[config.mk]
export PLATFORM = sky130hd
export DESIGN_NAME = rect_copy_controller
export DESIGN_NICKNAME = d
export VERILOG_FILES = /design/src/rtl/rect_copy_pkg.sv /design/src/rtl/rect_abs_unit.sv /design/src/rtl/rect_copy_controller.sv
export SDC_FILE = /design/constraint.sdc
export NUM_CORES = 1
export LEC_CHECK = 0
export BUFFER_PORTS_ARGS = -buffer_cell sky130_fd_sc_hd__buf_2
export CAP_MARGIN = 25
export CORE_MARGIN = 1
export CORE_UTILIZATION = 58
export CTS_CLUSTER_SIZE = 8
export DETAILED_ROUTE_END_ITERATION = 16
export PLACE_DENSITY = 0.8
export SYNTH_ARGS = -nofsm -noshare
export SYNTH_HDL_FRONTEND = slang
export SYNTH_SLANG_ARGS = --single-unit
[constraint.sdc]
create_clock -name clk -period 3.7 [get_ports clk]
set_input_delay 0.74 -clock clk [delete_from_list [all_inputs] [get_ports clk]]
set_output_delay 0.74 -clock clk [all_outputs]
set_load 0.005 [all_outputs]
[src/rtl/rect_copy_pkg.sv]
// Shared types for the rectangle copy DMA stage: controller states, table fields
// and the per-rect word count.
package rect_copy_pkg;

    localparam int RECT_WORDS = 5;

    typedef enum logic [2:0] {
        ST_IDLE   = 3'd0,
        ST_REQ    = 3'd1,
        ST_START  = 3'd2,
        ST_STREAM = 3'd3,
        ST_DRAIN  = 3'd4,
        ST_DONE   = 3'd5
    } rcc_state_t;

    typedef enum logic [2:0] {
        FIELD_X     = 3'd0,
        FIELD_Y     = 3'd1,
        FIELD_W     = 3'd2,
        FIELD_H     = 3'd3,
        FIELD_COLOR = 3'd4
    } rect_field_t;

    function automatic rect_field_t next_field(input rect_field_t f);
        case (f)
            FIELD_X:     next_field = FIELD_Y;
            FIELD_Y:     next_field = FIELD_W;
            FIELD_W:     next_field = FIELD_H;
            FIELD_H:     next_field = FIELD_COLOR;
            FIELD_COLOR: next_field = FIELD_X;
            default:     next_field = FIELD_X;
        endcase
    endfunction

endpackage

[src/rtl/rect_abs_unit.sv]
// Converts the (x, y, w, h, color) read stream into (left, top, right, bottom, color).
// Clipping of right/bottom to the screen is enabled by defining RECT_CLIP_EN.
module rect_abs_unit
    import rect_copy_pkg::*;
#(
    parameter int SCREEN_WIDTH  = 640,
    parameter int SCREEN_HEIGHT = 480
) (
    input  logic        clk,
    input  logic        reset,
    input  logic        rd_valid,
    input  logic [2:0]  rd_field,
    input  logic [15:0] rdata,
    output logic [15:0] dout
);

`ifdef RECT_CLIP_EN
    localparam logic CLIP_EN = 1'b1;
`else
    localparam logic CLIP_EN = 1'b0;
`endif

    localparam logic [15:0] LIMIT_W = 16'(SCREEN_WIDTH);
    localparam logic [15:0] LIMIT_H = 16'(SCREEN_HEIGHT);

    // 17-bit sum so a carry out of 16 bits always counts as past the clip limit
    function automatic logic [15:0] abs_sum(input logic [15:0] a, input logic [15:0] b,
                                            input logic [15:0] lim);
        logic [16:0] s;
        s = {1'b0, a} + {1'b0, b};
        if (CLIP_EN && (s > {1'b0, lim})) begin
            abs_sum = lim;
        end else begin
            abs_sum = s[15:0];
        end
    endfunction

    logic        valid_d_r;
    rect_field_t field_d_r;
    logic [15:0] x_r;
    logic [15:0] y_r;
    logic [15:0] dout_r;
    logic [15:0] word_s;

    // Select the outgoing word by the field of the read whose data is now on rdata
    always_comb begin
        word_s = rdata;
        case (field_d_r)
            FIELD_W: word_s = abs_sum(x_r, rdata, LIMIT_W);
            FIELD_H: word_s = abs_sum(y_r, rdata, LIMIT_H);
            default: word_s = rdata;
        endcase
    end

    // Read-to-data alignment, x/y holders and the output word register
    always_ff @(posedge clk or negedge reset) begin
        if (!reset) begin
            valid_d_r <= 1'b0;
            field_d_r <= FIELD_X;
            x_r       <= 16'h0000;
            y_r       <= 16'h0000;
            dout_r    <= 16'h0000;
        end else begin
            valid_d_r <= rd_valid;
            field_d_r <= rect_field_t'(rd_field);
            if (valid_d_r) begin
                dout_r <= word_s;
                if (field_d_r == FIELD_X) x_r <= rdata;
                if (field_d_r == FIELD_Y) y_r <= rdata;
            end
        end
    end

    assign dout = dout_r;

endmodule

[src/rtl/rect_copy_controller.sv]
// Per-frame DMA of the rectangle table into the GPU word stream.
// Optional clipping of right/bottom is built when RECT_CLIP_EN is defined.
module rect_copy_controller
    import rect_copy_pkg::*;
#(
    parameter int                         RECT_COUNT       = 64,
    parameter int                         RECT_COUNT_WIDTH = 6,
    parameter int                         ADDR_WIDTH       = 16,
    parameter logic [ADDR_WIDTH-1:0]      RECT_MEM_BASE    = 16'h0000,
    parameter int                         SCREEN_WIDTH     = 640,
    parameter int                         SCREEN_HEIGHT    = 480
) (
    input  logic                  clk,
    input  logic                  reset,
    input  logic                  frame_start,
    output logic                  mem_req,
    input  logic                  mem_grant,
    output logic [ADDR_WIDTH-1:0] mem_addr,
    output logic                  mem_rd,
    input  logic [15:0]           mem_rdata,
    output logic                  copy_start,
    output logic [15:0]           dout,
    output logic                  busy,
    output logic                  done
);

    localparam logic [RECT_COUNT_WIDTH-1:0] RECT_LAST = RECT_COUNT_WIDTH'(RECT_COUNT - 1);

    rcc_state_t                  state_r;
    rcc_state_t                  nxt_s;
    rect_field_t                 field_r;
    logic [RECT_COUNT_WIDTH-1:0] rect_r;
    logic [ADDR_WIDTH-1:0]       addr_r;
    logic                        drain_r;
    logic                        mem_req_r;
    logic                        mem_rd_r;
    logic                        copy_start_r;
    logic                        busy_r;
    logic                        done_r;
    logic                        last_read_s;

    assign last_read_s = (field_r == FIELD_COLOR) && (rect_r == RECT_LAST);

    // Next-state decode
    always_comb begin
        nxt_s = state_r;
        case (state_r)
            ST_IDLE:   if (frame_start) nxt_s = ST_REQ;    else nxt_s = ST_IDLE;
            ST_REQ:    if (mem_grant)   nxt_s = ST_START;  else nxt_s = ST_REQ;
            ST_START:  nxt_s = ST_STREAM;
            ST_STREAM: if (last_read_s) nxt_s = ST_DRAIN;  else nxt_s = ST_STREAM;
            ST_DRAIN:  if (drain_r)     nxt_s = ST_DONE;   else nxt_s = ST_DRAIN;
            ST_DONE:   nxt_s = ST_IDLE;
            default:   nxt_s = ST_IDLE;
        endcase
    end

    // State register, read counters and address generator
    always_ff @(posedge clk or negedge reset) begin
        if (!reset) begin
            state_r <= ST_IDLE;
            field_r <= FIELD_X;
            rect_r  <= '0;
            addr_r  <= RECT_MEM_BASE;
            drain_r <= 1'b0;
        end else begin
            state_r <= nxt_s;
            drain_r <= (state_r == ST_DRAIN) ? ~drain_r : 1'b0;
            if (nxt_s == ST_START) begin
                field_r <= FIELD_X;
                rect_r  <= '0;
                addr_r  <= RECT_MEM_BASE;
            end else if ((state_r == ST_START) || (state_r == ST_STREAM)) begin
                field_r <= next_field(field_r);
                if (field_r == FIELD_COLOR) begin
                    rect_r <= (rect_r == RECT_LAST) ? '0 : rect_r + RECT_COUNT_WIDTH'(1);
                end
                if (nxt_s == ST_STREAM) addr_r <= addr_r + ADDR_WIDTH'(1);
            end
        end
    end

    // Control outputs registered from the next state so they line up with it
    always_ff @(posedge clk or negedge reset) begin
        if (!reset) begin
            mem_req_r    <= 1'b0;
            mem_rd_r     <= 1'b0;
            copy_start_r <= 1'b0;
            busy_r       <= 1'b0;
            done_r       <= 1'b0;
        end else begin
            mem_req_r    <= (nxt_s == ST_REQ) || (nxt_s == ST_START) || (nxt_s == ST_STREAM);
            mem_rd_r     <= (nxt_s == ST_START) || (nxt_s == ST_STREAM);
            copy_start_r <= (nxt_s == ST_START);
            busy_r       <= (nxt_s != ST_IDLE) && (nxt_s != ST_DONE);
            done_r       <= (nxt_s == ST_DONE);
        end
    end

    rect_abs_unit #(
        .SCREEN_WIDTH  (SCREEN_WIDTH),
        .SCREEN_HEIGHT (SCREEN_HEIGHT)
    ) u_abs (
        .clk      (clk),
        .reset    (reset),
        .rd_valid (mem_rd_r),
        .rd_field (field_r),
        .rdata    (mem_rdata),
        .dout     (dout)
    );

    assign mem_req    = mem_req_r;
    assign mem_rd     = mem_rd_r;
    assign mem_addr   = addr_r;
    assign copy_start = copy_start_r;
    assign busy       = busy_r;
    assign done       = done_r;

endmodule
---- Word-level counts from Yosys, hierarchy flattened ----
Index checks and enable logic that the tools add are counted.
word-level totals
  register bits after elaboration ......... 86
  input port bits ......................... 20
  output and inout bits ................... 37
  word-level logic and storage cells ...... 71
cells by class
  add/subtract/negate cells ............... 4
  equality and inequality tests ........... 17
  multiplexer cells ....................... 17
  bitwise gates (word level) .............. 1
  reductions and logical operators ........ 17
operators by type and width
  kind                     count
  $mux W16                 3
  $add A16 B16 Y16         2
  $pmux W16 S2             1
  $eq A3 B2 Y1 const B     8
  $mux W6                  4
  $add A16 B1 Y16 const B  1
  $pmux W3 S5              1
  $eq A3 B1 Y1 const B     4
  $pmux W3 S4              1
  $eq A3 B3 Y1 const B     3
  $logic_not A3 Y1         3
  $mux W3                  3
  $reduce_and A2 Y1        4
  $add A6 B1 Y6 const B    1
  $eq A6 B6 Y1 const B     1
  $reduce_bool A2 Y1       3
  $logic_or A1 B1 Y1       4
  $mux W1                  3
  $ne A3 B3 Y1 const B     1
  $reduce_bool A3 Y1       1
  $logic_and A1 B1 Y1      2
  $mux W2                  1
  $not A1 Y1               1

---- Logic depth before layout (Yosys ltp) ----
  depth after elaboration ................. 8
  depth in mapped cells ................... 12
  depth with buffers taken out ............ 11

---- Hierarchy ----
Synthesis repeated with hierarchy kept, for this count alone.
unflattened totals
  cells, all modules ...................... 449
  area, all modules ....................... 4798.4 sq um
modules (own cells, without submodules)
  module                times used  cells an instance  area each (sq um)  sequential area each (sq um)
  rect_abs_unit         1           275                3081.7             1301.2
  rect_copy_controller  1           174                1716.6             850.8

---- Least setup slack after synthesis ----
No wires, ideal clock.
  path type ............................... register to register
  from .................................... register u_abs.field_d_r[1]
  to ...................................... register u_abs.dout_r[12], in the netlist u_abs.dout[12]
  library setup time ...................... 0.124 ns
  data arrival time ....................... 2.897 ns
  required time ........................... 3.576 ns
  path slack .............................. 0.679 ns
  stages on the path, launching flop included .. 12
  buffers on the path ..................... 1
  period minus slack after synthesis ...... 3.021 ns
  cells stage by stage .................... dfrtp_1 -> nor2b_1 -> buf_2 -> nand2_4 -> mux2_2 -> ha_1 -> fa_1 -> a21oi_2 -> o211ai_2 -> a2111oi_1 -> o31ai_1 -> a211o_1
on the way
  word-level cells in the longest chain between the ends .. 2
  elaborated cells between the ends (all ways) .. 3
  those cells by class .................... eq/ne (2); mux (1)
ends and longest elaborated chain
  element                 RTL line             text
  from (decl)             rect_abs_unit.sv:39  rect_field_t field_d_r;
  from (signal assigned)  rect_abs_unit.sv:65  field_d_r <= rect_field_t'(rd_field);
  $eq A3 B2 Y1            rect_abs_unit.sv:48  case (field_d_r)
  $pmux W16 S2 (*)        rect_abs_unit.sv:48
  to (signal assigned)    rect_abs_unit.sv:67  dout_r <= word_s;
  to (decl)               rect_abs_unit.sv:42  logic [15:0] dout_r;
Mark *: on every way between the ends. The rest lies on a longest branch, timed or not.
A chain may end at the register's enable or synchronous reset.

---- Final worst setup path ----
Ends and elaborated chain as after synthesis.

==> metrics.txt <==
top_reg_cell synth=dfrtp_1; CTS tree=built; RSZ-0062 raised after global routing=false; ant diodes=0; worst setup path start=u_abs.field_d_r[1]; Die Wd=91.44 um; skew final=8.681 ps; DR iter-0 viols=151; setup TNS=0 ps; worst min path class=in -> async; CP startpoint kind=flop; Mapped Avg Cell Area=10.69 sq um; EDFF count, synth=0; Root Driver=clkbuf_8; Ys Warns=0; setup bufs post-CTS=0; Worst Hold Margin=215.5 ps; area of the multi-input gates=2379 sq um; hold buffers post-CTS=0; initial antenna violation count=0; final net count=533; Overflow after GRT=0; first-pass GRT wire length=16.24 mm; outcome=finished, final reports clean; Mapped Cells=434; Clock power frac=0.153; Tcrit/Tclk final=0.9072; synthesized cell area=4639 sq um; Synth Area in Compound Gates=0.1421; routability cong.=0.8205; fraction of layout instances using a drive strength above 1=0.2892; Initial Util=0.6004; clock net sink count=86; GR peak layer=met2; Leak=0.002419 uW; post-synthesis xor/xnor area fraction=0.03020; met1 Usage GRT=0.3156; post-route ant nets=0; Critical Path Fanout Max=16; multiplexer area fraction after synthesis=0.1273; worst setup margin=343.5 ps; WL final=9.550 mm; Synth Net Count=474; R2R depth=10; Flop pwr share=0.339; GR Util met2=0.4223; post-synthesis sequential area ratio=0.4639; power density cells=897.7 nW/um^2; vias in the first global route=3442; Worst setup endpoint=u_abs.dout[12]; HPWL Detailed=6.809 mm; CTS Buf Count=9; Comb pwr share=0.507; num rows=32; port bufs=56; Slew Viols, Final=0; Reg2Reg Capture Point=u_abs.dout[12]; combinational family with the most area after synthesis=simple AND/OR/NAND/NOR gates; register area=2152 sq um; commonest cells after routing, fill and taps aside=86 x dfrtp_1, 55 x buf_2, 48 x mux2_2; Post-Place Setup Slack=407.5 ps; Worst Max-Slew Pin Slew=844.7 ps; largest net degree at the start of global routing=48; post-route insts no fill=600; Core Area=7727 sq um; commonest non-fill, non-tap cell in the layout=dfrtp_1; DR vias/cell=5.793; routed vias=3476; GRT met3 Usage=0.05025; drc violations=0; total global-route track usage=0.2462; Reg clk slew, reported paths=90 ps; Rel. slew slack=0.4369; final-report setup violation count=0; r2r startpoint=u_abs.field_d_r[1]; WS Path Type=reg -> reg; Synth Area in Simple Gates=0.1575; R2R setup slack=340 ps; Fillers=585; CP Capture Type=flop; Cell Int Power=2896 uW; Synth async-reset ratio=1.000; final hold viol count=0; worst vdd ir=0.5090 mV; register bit total from synthesis=86; H-tree depth=3; Cells after DPL=584; adder-cell share of the synthesized area=0.05556; Max Fclk=297.9 MHz; Area growth, synth to finish=13.54%; Skew-Pair Late Insertion Delay=350 ps; count of cell types in the netlist=59; DRT Pass-1 Iters=4; Die Span Y=91.44 um; Resize count post-CTS=0; crit path DAT=3590 ps; total of max-cap violations=0; min cycle time layout=3356 ps; Die ar.=8360 sq um; Req. time, crit path=3930 ps; CTS max path bufs=2; IO Count=57; switching share of power=0.3876; drt wl/cell=15.92 um; P_sw=1833 uW
[power groups by stage]
stage	Sequential, uW	Clock [uW]	Combinational, uW
detailed placement	1620	0	2380
CTS	1610	738	2390
floorplan	1570	0	1810
finish	1600	725	2400
global route	1660	779	2650
global placement	1590	0	2270
[state kept, by name, summed over array words and instances, names as in the netlist, 3 cells and up]
signal and count:
field_r 3, mem_addr 16, rect_r 6, state_r 3, u_abs.dout 16, u_abs.field_d_r 3
u_abs.x_r 16, u_abs.y_r 16
[per-layer routing]
metal  wire length [um]  vias to the layer above
met3                421                       12
met2               4743                       86
met4                117                        0
met1               4267                     1690
li1                   -                     1688
met5                  0                        -
[cell type report]
cell class	count	area share
clock buffer	9	0.02352
clock inverter	7	0.01853
inverter	12	0.008551
multi-input combinational	322	0.4515
sequential	86	0.4086
tap	102	0.02423
timing repair buffer	62	0.06508
[worst min path at each step]
stage | from | end | slack [ps] | cells past startpoint
2_1_floorplan | mem_rd | u_abs.valid_d_r | 380 | 0
6_report | reset | u_abs.dout[5] | 220 | 1
5_1_grt | reset | u_abs.dout[5] | 210 | 1
3_5_place_dp | mem_rd | u_abs.valid_d_r | 360 | 0
3_3_place_gp | mem_rd | u_abs.valid_d_r | 360 | 0
4_1_cts | reset | u_abs.x_r[5] | 220 | 1
[synth_stat cells, drive strengths merged, types with 5 or more instances]
master | number | area, sq um
dfrtp | 86 | 2152
mux2 | 48 | 540.5
nor2 | 44 | 172.7
a21oi | 36 | 183.9
nand2 | 24 | 97.59
ha | 19 | 237.7
nand3 | 18 | 95.09
o21ai | 17 | 85.08
inv | 12 | 45.04
xnor2 | 11 | 96.34
a31oi | 10 | 62.56
and3 | 8 | 50.05
buf | 7 | 37.54
clkbuf | 7 | 26.28
o211ai | 7 | 57.55
a21o | 6 | 45.04
nand4 | 6 | 43.79
mux2i | 5 | 50.05
nor3b | 5 | 37.54
xor2 | 5 | 43.79
[metrics by stage]
| step | cell area [sq um] | utilization | power, uW |
|---|---|---|---|
| 2_1_floorplan | 4639 | - | 3377 |
| 3_3_place_gp | 5016 | 0.6491 | 3859 |
| 3_5_place_dp | 5046 | 0.6530 | 3998 |
| 4_1_cts | 5268 | 0.6817 | 4737 |
| 5_1_grt | 5268 | 0.6817 | 5093 |
| 6_report | 5268 | 0.6817 | 4729 |
[kinds of logic after synthesis]
| logic type | after synthesis |
|---|---|
| AOI/OAI and AO/OA | 100 |
| xor gates and xnor gates | 16 |
| adders and majority gates | 20 |
| buffers and inverters | 26 |
| DFF | 86 |
| muxes | 53 |
| and+or+nand+nor | 133 |
[worst max-delay path: stages (launching register included)]
cell	delay, ps
dfrtp_1	470
nor2b_1	280
nand2_4	210
mux2_2	330
ha_1	220
fa_1	430
a21oi_2	190
o211ai_2	180
a2111oi_1	490
o31ai_1	160
a211o_1	290
Note: power is estimated with default switching activity, not from simulation.
